### config.mk
export PLATFORM = sky130hd
export DESIGN_NAME = uart_rx_deframer_flat
export DESIGN_NICKNAME = d
export VERILOG_FILES = /design/src/rtl/uart_pkg.sv /design/src/rtl/uart_rx_deframer_if.sv /design/src/rtl/sync_2ff.sv /design/src/rtl/uart_rx_deframer.sv /design/src/flat_wrapper.sv
export SDC_FILE = /design/constraint.sdc
export NUM_CORES = 1
export LEC_CHECK = 0
export ABC_AREA = 1
export BUFFER_PORTS_ARGS = -buffer_cell sky130_fd_sc_hd__buf_2
export CAP_MARGIN = 20
export CORE_ASPECT_RATIO = 1.1
export CORE_MARGIN = 10
export CORE_UTILIZATION = 30
export DETAILED_ROUTE_END_ITERATION = 10
export PLACE_DENSITY = 0.54
export RECOVER_POWER = 100
export SYNTH_ARGS = -nofsm -noshare
export SYNTH_HDL_FRONTEND = slang
export SYNTH_HIERARCHICAL = 1
export SYNTH_SLANG_ARGS = --single-unit
### constraint.sdc
create_clock -name clk -period 1.4 [get_ports clk]
set_clock_uncertainty 0.05 [all_clocks]
set_input_delay 0.07 -clock clk [delete_from_list [all_inputs] [get_ports clk]]
set_output_delay 0.07 -clock clk [all_outputs]
set_load 0.02 [all_outputs]
### src/rtl/uart_pkg.sv
// Shared UART definitions: receiver FSM encoding and bit-timing formulas.
// The transmitter uses the same formulas so both sides agree on the baud period.
package uart_pkg;

  typedef enum logic [2:0] {
    ST_IDLE  = 3'd0,
    ST_START = 3'd1,
    ST_DATA  = 3'd2,
    ST_STOP  = 3'd3,
    ST_BREAK = 3'd4
  } rx_state_t;

  localparam int DEFAULT_CLOCK_FREQ = 125_000_000;
  localparam int DEFAULT_BAUD_RATE  = 115_200;

  function automatic int symbol_edge_time(input int clock_freq, input int baud_rate);
    return clock_freq / baud_rate;
  endfunction

  function automatic int sample_time(input int clock_freq, input int baud_rate);
    return symbol_edge_time(clock_freq, baud_rate) / 2;
  endfunction

  localparam int DEFAULT_SYMBOL_EDGE_TIME = symbol_edge_time(DEFAULT_CLOCK_FREQ, DEFAULT_BAUD_RATE);
  localparam int DEFAULT_SAMPLE_TIME      = sample_time(DEFAULT_CLOCK_FREQ, DEFAULT_BAUD_RATE);

endpackage

### src/rtl/uart_rx_deframer_if.sv
// Byte-output side of the UART receiver: ready/valid byte stream plus status pulses.
interface uart_rx_deframer_if;
  logic [7:0] data_out;
  logic       data_out_valid;
  logic       data_out_ready;
  logic       framing_error;
  logic       overflow;
  logic       busy;

  modport master (
    output data_out,
    output data_out_valid,
    output framing_error,
    output overflow,
    output busy,
    input  data_out_ready
  );

  modport slave (
    input  data_out,
    input  data_out_valid,
    input  framing_error,
    input  overflow,
    input  busy,
    output data_out_ready
  );
endinterface

### src/rtl/sync_2ff.sv
// Two-flop synchronizer for asynchronous inputs; RESET_VALUE should match the
// idle level of the source so reset does not fabricate an edge.
module sync_2ff #(
  parameter int               WIDTH       = 1,
  parameter logic [WIDTH-1:0] RESET_VALUE = '0
) (
  input  logic             clk,
  input  logic             rst,
  input  logic [WIDTH-1:0] i_d,
  output logic [WIDTH-1:0] o_q
);

  logic [WIDTH-1:0] r_meta;
  logic [WIDTH-1:0] r_sync;

  always_ff @(posedge clk) begin
    if (rst) begin
      r_meta <= RESET_VALUE;
      r_sync <= RESET_VALUE;
    end else begin
      r_meta <= i_d;
      r_sync <= r_meta;
    end
  end

  assign o_q = r_sync;

endmodule

### src/rtl/uart_rx_deframer.sv
// 8N1 UART receiver: synchronizes the RX line, recovers frames with mid-bit
// sampling and hands bytes to a ready/valid consumer with framing/overrun pulses.
module uart_rx_deframer
  import uart_pkg::*;
#(
  parameter int CLOCK_FREQ = DEFAULT_CLOCK_FREQ,
  parameter int BAUD_RATE  = DEFAULT_BAUD_RATE
) (
  input  logic                 clk,
  input  logic                 rst,
  input  logic                 serial_in,
  uart_rx_deframer_if.master   rx
);

  localparam int SYMBOL_EDGE_TIME = symbol_edge_time(CLOCK_FREQ, BAUD_RATE);
  localparam int SAMPLE_TIME      = sample_time(CLOCK_FREQ, BAUD_RATE);
  localparam int CNT_W            = $clog2(SYMBOL_EDGE_TIME);
  localparam logic [CNT_W-1:0] CNT_LAST   = CNT_W'(SYMBOL_EDGE_TIME - 1);
  localparam logic [CNT_W-1:0] CNT_SAMPLE = CNT_W'(SAMPLE_TIME);

  logic             w_rx_s;
  rx_state_t        r_state,     w_state_next;
  logic [CNT_W-1:0] r_clk_cnt,   w_clk_cnt_next;
  logic [2:0]       r_bit_idx,   w_bit_idx_next;
  logic [7:0]       r_shift,     w_shift_next;
  logic [7:0]       r_data,      w_data_next;
  logic             r_valid,     w_valid_next;
  logic             r_deliver,   w_deliver_next;
  logic             r_ferr,      w_ferr_next;
  logic             r_ovf,       w_ovf_next;
  logic             r_rx_prev;

  sync_2ff #(
    .WIDTH       (1),
    .RESET_VALUE (1'b1)
  ) u_sync (
    .clk (clk),
    .rst (rst),
    .i_d (serial_in),
    .o_q (w_rx_s)
  );

  always_ff @(posedge clk) begin
    if (rst) begin
      r_state   <= ST_IDLE;
      r_clk_cnt <= '0;
      r_bit_idx <= '0;
      r_shift   <= '0;
      r_data    <= '0;
      r_valid   <= 1'b0;
      r_deliver <= 1'b0;
      r_ferr    <= 1'b0;
      r_ovf     <= 1'b0;
      r_rx_prev <= 1'b1;
    end else begin
      r_state   <= w_state_next;
      r_clk_cnt <= w_clk_cnt_next;
      r_bit_idx <= w_bit_idx_next;
      r_shift   <= w_shift_next;
      r_data    <= w_data_next;
      r_valid   <= w_valid_next;
      r_deliver <= w_deliver_next;
      r_ferr    <= w_ferr_next;
      r_ovf     <= w_ovf_next;
      r_rx_prev <= w_rx_s;
    end
  end

  always_comb begin
    w_state_next   = r_state;
    w_clk_cnt_next = r_clk_cnt + 1'b1;
    w_bit_idx_next = r_bit_idx;
    w_shift_next   = r_shift;
    w_data_next    = r_data;
    w_valid_next   = r_valid;
    w_deliver_next = 1'b0;
    w_ferr_next    = 1'b0;
    w_ovf_next     = 1'b0;

    case (r_state)
      ST_IDLE: begin
        w_clk_cnt_next = '0;
        if (r_rx_prev && !w_rx_s) w_state_next = ST_START;
      end
      ST_START: begin
        // Restarting the count at mid-start-bit puts every later sample at mid-bit.
        if (r_clk_cnt == CNT_SAMPLE) begin
          w_clk_cnt_next = '0;
          w_bit_idx_next = '0;
          w_state_next   = w_rx_s ? ST_IDLE : ST_DATA;
        end
      end
      ST_DATA: begin
        if (r_clk_cnt == CNT_LAST) begin
          w_clk_cnt_next = '0;
          w_shift_next   = {w_rx_s, r_shift[7:1]};
          w_bit_idx_next = r_bit_idx + 3'd1;
          if (r_bit_idx == 3'd7) w_state_next = ST_STOP;
        end
      end
      ST_STOP: begin
        if (r_clk_cnt == CNT_LAST) begin
          w_clk_cnt_next = '0;
          if (w_rx_s) begin
            w_deliver_next = 1'b1;
            w_state_next   = ST_IDLE;
          end else begin
            w_ferr_next  = 1'b1;
            w_state_next = ST_BREAK;
          end
        end
      end
      ST_BREAK: begin
        w_clk_cnt_next = '0;
        if (w_rx_s) w_state_next = ST_IDLE;
      end
      default: begin
        w_clk_cnt_next = '0;
        w_state_next   = ST_IDLE;
      end
    endcase

    // A consume and a new byte in the same cycle leave valid set with the new byte.
    if (r_valid && rx.data_out_ready) w_valid_next = 1'b0;
    if (r_deliver) begin
      if (!r_valid || rx.data_out_ready) begin
        w_data_next  = r_shift;
        w_valid_next = 1'b1;
      end else begin
        w_ovf_next = 1'b1;
      end
    end
  end

  assign rx.data_out       = r_data;
  assign rx.data_out_valid = r_valid;
  assign rx.framing_error  = r_ferr;
  assign rx.overflow       = r_ovf;
  assign rx.busy           = (r_state != ST_IDLE);

endmodule
### src/flat_wrapper.sv
// flat-port wrapper written by rule: the top's interface ports become plain ports
module uart_rx_deframer_flat import uart_pkg::*;
#(
  parameter int CLOCK_FREQ = DEFAULT_CLOCK_FREQ,
  parameter int BAUD_RATE  = DEFAULT_BAUD_RATE
)
  (clk, rst, serial_in, rx_data_out, rx_data_out_valid, rx_framing_error, rx_overflow, rx_busy, rx_data_out_ready);
  uart_rx_deframer_if rx_i ();
  input  logic clk;
  input  logic rst;
  input  logic serial_in;
  output wire logic [$bits(rx_i.data_out)-1:0] rx_data_out;
  output wire logic [$bits(rx_i.data_out_valid)-1:0] rx_data_out_valid;
  output wire logic [$bits(rx_i.framing_error)-1:0] rx_framing_error;
  output wire logic [$bits(rx_i.overflow)-1:0] rx_overflow;
  output wire logic [$bits(rx_i.busy)-1:0] rx_busy;
  input wire logic [$bits(rx_i.data_out_ready)-1:0] rx_data_out_ready;
  assign rx_data_out = rx_i.data_out;
  assign rx_data_out_valid = rx_i.data_out_valid;
  assign rx_framing_error = rx_i.framing_error;
  assign rx_overflow = rx_i.overflow;
  assign rx_busy = rx_i.busy;
  assign rx_i.data_out_ready = rx_data_out_ready;
  uart_rx_deframer #(.CLOCK_FREQ(CLOCK_FREQ), .BAUD_RATE(BAUD_RATE)) u_core (.clk(clk), .rst(rst), .serial_in(serial_in), .rx(rx_i));
endmodule
; ---- Word level (Yosys, flattened, before mapping)
; Index checks and enable logic that the tools add are counted.
[classes]
eq_ne = 13
add_sub_neg = 2
bitwise = 3
reduce_logical = 15
muxes = 21
[op_table]
columns = op, count
row1 = two-way mux 3 bit, 9
row2 = two-way mux 11 bit, 2
row3 = case mux 11 bit (2 select lines), 1
row4 = case mux 3 bit (5 select lines), 1
row5 = adder 11 x 1 -> 11 bit (second input constant), 1
row6 = == test 11 x 10 -> 1 bit (second input constant), 1
row7 = == test 11 bit (second input constant), 1
row8 = != test 2 x 1 -> 1 bit (second input constant), 5
row9 = == test 3 x 2 -> 1 bit (second input constant), 2
row10 = == test 3 bit (second input constant), 2
row11 = two-way mux 1 bit, 6
row12 = case mux 3 bit (2 select lines), 1
row13 = AND reduction 6 bit, 1
row14 = AND reduction 2 bit, 2
row15 = OR reduction 2 bit, 2
row16 = adder 3 x 1 -> 3 bit (second input constant), 1
row17 = == test 3 x 1 -> 1 bit (second input constant), 1
row18 = logical NOT 3 bit, 1
row19 = NOT 1 bit, 3
row20 = AND reduction 3 bit, 1
row21 = nonzero test 3 bit, 1
row22 = OR reduction 3 bit, 1
row23 = logical AND 1 bit, 2
row24 = logical NOT 1 bit, 2
row25 = 4 further kinds, 4
[totals]
out_inout_bits = 12
word_cells = 66
ff_bits = 40
input_bits = 4

; ---- Logic depth before layout (Yosys ltp)
[depth]
word_depth = 4
mapped_depth = 10
ltp_nobuf = 10

; ---- Cells and area by module
; The synthesis kept the hierarchy.
[by_module_without_submodules]
columns = mod, area_per_inst_um2, cells_each, n_inst, seq_area_each_um2
row1 = uart_rx_deframer, 1707.9, 209, 1, 760.7
row2 = sync_2ff, 58.8, 7, 1, 40.0

; ---- Worst setup path before layout
; OpenSTA, ideal clock, no wires.
[synth_path]
path_type = register to register
from = reg u_core.r_clk_cnt[0]
to = reg u_core.r_clk_cnt[2]
arrival_time_ns = 1.235
stages_incl_launch_ff = 11
setup_slack_ns = -0.002
setup_ns = 0.117
n_path_buf = 1
t_required_ns = 1.233
period_less_slack_ns = 1.402
path_cell_list = dfxtp_1 inv_1 ha_1 nand2_1 nor2_4 nand3_4 nand2_2 nand2_1 nand4_2 buf_6 nor2_2
[synth_via]
elab_chain_cells = 3
elab_cells_between_ends = 6
cone_classes = 1 x add/sub / 2 x eq/ne / 3 x mux
[synth_lines]
columns = element, line_no
row1 = start: declaration, uart_rx_deframer.sv:23  ; logic [CNT_W-1:0] r_clk_cnt, w_clk_cnt_next;
row2 = start signal: assignment, uart_rx_deframer.sv:57  ; r_clk_cnt <= w_clk_cnt_next;
row3 = "adder 11 x 1 -> 11 bit, or another cell as far along", uart_rx_deframer.sv:71  ; w_clk_cnt_next = r_clk_cnt + 1'b1;
row4 = "two-way mux 11 bit, on equally long branches", "uart_rx_deframer.sv:94, uart_rx_deframer.sv:102, uart_rx_deframer.sv:87"
row5 = case mux 11 bit (2 select lines) *, uart_rx_deframer.sv:80  ; case (r_state)
; Mark *: on every way between the ends. The rest lies on a longest branch, timed or not.
; A chain may end at the register's enable or synchronous reset.

; ---- Worst setup path in the final report
; Ends and elaborated chain as after synthesis.

==> results.md <==
* Buffers and inverters on the worst path at 2
* Number of global-route vias before repair at 1458
* Non-Filler Cell Area, Final at 2490 sq um
* Warning count from the yosys run at 6
* Unrepaired setup endpoints after global routing: true
* Starting utilization of the core area at 0.308
* Antenna violations before repair at 0
* Antenna diode count at 0
* Critical path's largest stage delay at 0.34 ns
* Height of the chip at 100 um
* Final routed wirelength across all metal layers at 3930 um
* Post-route ant nets at 0
* Worst vdd rail ir drop at 0.705 mV
* Peak Freq at 693 MHz
* Wire length of the first global-routing pass at 6390 um
* Synth Area per Inst at 8.18 sq um
* Largest buffer count on any clock path at 2
* Cell count of the worst reg-to-reg path at 10
* Total stage count of the critical path at 10
* Leading cell types by total area after synthesis: dfxtp_1 (45%), nand2_1 (5.9%), a21oi_1 (5.4%)
* Seq/Total Area, Yosys at 0.453
* DRC errors left at 0
* Iteration-0 DRC Markers at 64
* Post-route worst setup slack at -0.0432 ns
* Category of the worst setup path launch point: flop
* Number of placement rows at 29
* Pin count of the biggest net entering global routing at 18
* Cell at the root of the clock tree: clkbuf_8
* All-layer global routing usage at 0.0817
* Top cells by instance count after synthesis: dfxtp_1 (40), nand2_1 (28), inv_1 (24), a21oi_1 (19), o21ai_0 (15)
* DP Area at 2020 sq um
* Maximum fanout along the worst path at 5
* Remaining global-route overflow at 0
* Power density of the placed cells at 1050 nW/um^2
* Final core utilization at 0.435
* Family with the most delay on the worst path: simple AND/OR/NAND/NOR gates
* Most instantiated library cell after synthesis: dfxtp_1
* H-tree depth reported by CTS at 2
* Sequence of cells on the critical path: inv_4, ha_4, nand2_4, nor2_4, nand3_4, nand2_4, nand2_2, nand4_4, clkbuf_16, nor2_2
* Run status: finished, violations left
* Final hold violations at 0
* Tmin final at 1.44 ns
* TritonCTS buffer count at 5
* Count of input and output buffers at 15
* Cell type with the largest total area after synthesis: dfxtp_1
* Required time reported for the critical path endpoint at 1.53 ns
* Number of optimization iterations in the first detailed-route pass at 4
* Average routed wire per standard cell at 11.6 um
* Clock transition at path regs at 0.08 ns
* Tot Pwr at 2.62 mW
* Worst setup timing slack at the placement stage at -0.0563 ns
* Final setup fails at 17
* CP Capture Type: flop
* Type of the worst min-delay path: in -> reg
* Master of the slowest instance on the critical path: dfxtp_2
* Post-detailed-placement half-perimeter wirelength at 2540 um
* Count of flip-flops with a built-in enable after synthesis at 0
* Commonest register cell after synthesis: dfxtp_1
* CP Data Arrival Time at 1.58 ns
* Max-cap violations at 0
* Final weighted congestion of routability-driven global placement at 0.814
* Number of standard cells after synthesis at 216
* Violated checks: negative setup slack
* Static Leakage at 1.01 nW
* Hold path depth at 4
* Number of max-slew violations in the final report at 0
* Post-synth ARST share at 0
* Share of layout cells above drive strength 1 at 0.460
* Net count after synthesis at 225
* Slew at the pin with the worst max-slew slack at 0.469 ns
* Area Overhead vs Synth at 41.0%
* Standard cell core area at 5730 sq um
* Worst Setup Path Type: reg -> reg
* Syn Std Cell Area at 1770 sq um
* Via total after detailed routing at 1499
* Distinct cell type count after synthesis at 26
* Critical Path Most Common Cell: nand2_4
* Seq cells post-synth at 40
* Post-layout net count at 269
* Later-pin clock latency in the skew report at 0.29 ns
* Number of top-level pins at 16
* Period utilization at 1.03
* Via density per instance at 4.43
* Relative slew margins at 0.687
* Floorplan die area at 9360 sq um
* Total number of clock tree sinks at 40
* CTS tree: done
* Overall die width at 93.2 um
* Area share of the leading cell type in the synthesized netlist at 0.453
## power by group
group	internal (mW)	total [mW]	leakage [nW]	switching [mW]
logic	0.251	0.635	0.638	0.384
registers	1.17	1.21	0.327	0.0402
clock network	0.353	0.770	0.0404	0.417
## logic make-up (layout without fill, tap and decap cells)
kind of cell | after synthesis | in the layout | share of synthesized area
adder cells (fa/ha/maj) | 5 | 5 | 0.0354
flip-flops | 40 | 40 | 0.453
XOR/XNOR | 9 | 9 | 0.0446
AO/OA/AOI/OAI | 37 | 37 | 0.105
AND/OR/NAND/NOR | 89 | 91 | 0.276
buffers and inverters | 36 | 79 | 0.0857
## tightest hold or removal path, cell delays in order
cell,delay [ns]
buf_2,0.07
nor2_1,0.06
inv_1,0.07
nor3_1,0.05
## metal layers
layer | vias to the layer above | share of wire | track usage
li1 | 778 | - | -
met4 | 0 | 0.0097 | 0.0285
met5 | - | 0 | 0
met2 | 24 | 0.49 | 0.137
met1 | 693 | 0.47 | 0.0951
met3 | 4 | 0.036 | 0.0276
## registers in the layout, indices dropped and copies added (netlist names)
| name | cells |
|---|---|
| u_core/r_shift | 8 |
| u_core/u_sync/o_q | 1 |
| u_core/u_sync/r_meta | 1 |
| u_core/rx.data_out | 8 |
| u_core/rx.overflow | 1 |
| u_core/r_deliver | 1 |
| u_core/rx.data_out_valid | 1 |
| u_core/r_rx_prev | 1 |
| u_core/r_clk_cnt | 11 |
| u_core/r_bit_idx | 3 |
| u_core/rx.framing_error | 1 |
| u_core/r_state | 3 |
## stage by stage
stage / hold WS, ns / TNS [ns] / std cells
2_1_floorplan: 0.0891 / 0 / 216
3_3_place_gp: 0.209 / -0.0416 / 317
5_1_grt: 0.0373 / -1.82 / 338
6_report: 0.0210 / -0.384 / 338
3_5_place_dp: 0.211 / -0.333 / 317
4_1_cts: 0.0146 / -0.0786 / 330
## worst paths after layout
check	start	endpoint	slack (ns)
worst min register to register	u_core/u_sync/r_meta	u_core/u_sync/o_q	0.37
worst max-delay path	u_core/r_clk_cnt[0]	u_core/r_clk_cnt[2]	-0.04
worst max register to register	u_core/r_clk_cnt[0]	u_core/r_clk_cnt[2]	-0.04
worst min-delay path	rx_data_out_ready	u_core/rx.overflow	0.02
## cell type report
type | count | area [sq um]
clock buffers | 5 | 68.8
multi-input cells | 142 | 1060
well taps | 77 | 96.3
repair buffers | 40 | 304
fillers | 584 | 3240
flip-flops and latches | 40 | 813
inverters | 31 | 126
clock inverters | 3 | 23.8
## cell usage in the layout (no fill, tap or decap), types with 5 or more instances in the layout
cell,synthesis,final
nand2_1,28,24
ha_4,0,5
inv_2,7,6
nor2_2,13,14
o21ai_0,15,8
buf_2,1,15
nand2_4,2,5
a21oi_1,19,17
buf_4,0,19
inv_1,24,22
nand3_1,14,10
nand2_2,3,5
dfxtp_2,0,7
xor2_1,8,8
nor2_1,14,9
o21ai_2,0,8
dfxtp_1,40,32
nor2_4,3,7
clkbuf_8,0,5
## timing repair
item                       4_1_cts  5_1_grt
setup buffers                    2        5
hold endpoints to repair         5        0
setup endpoints to repair       30       25
gates cloned                     0        3
gates resized for setup         20       49
pin swaps                        9       16
hold buffers                     3        0
Power figures use the tool's default switching activity.
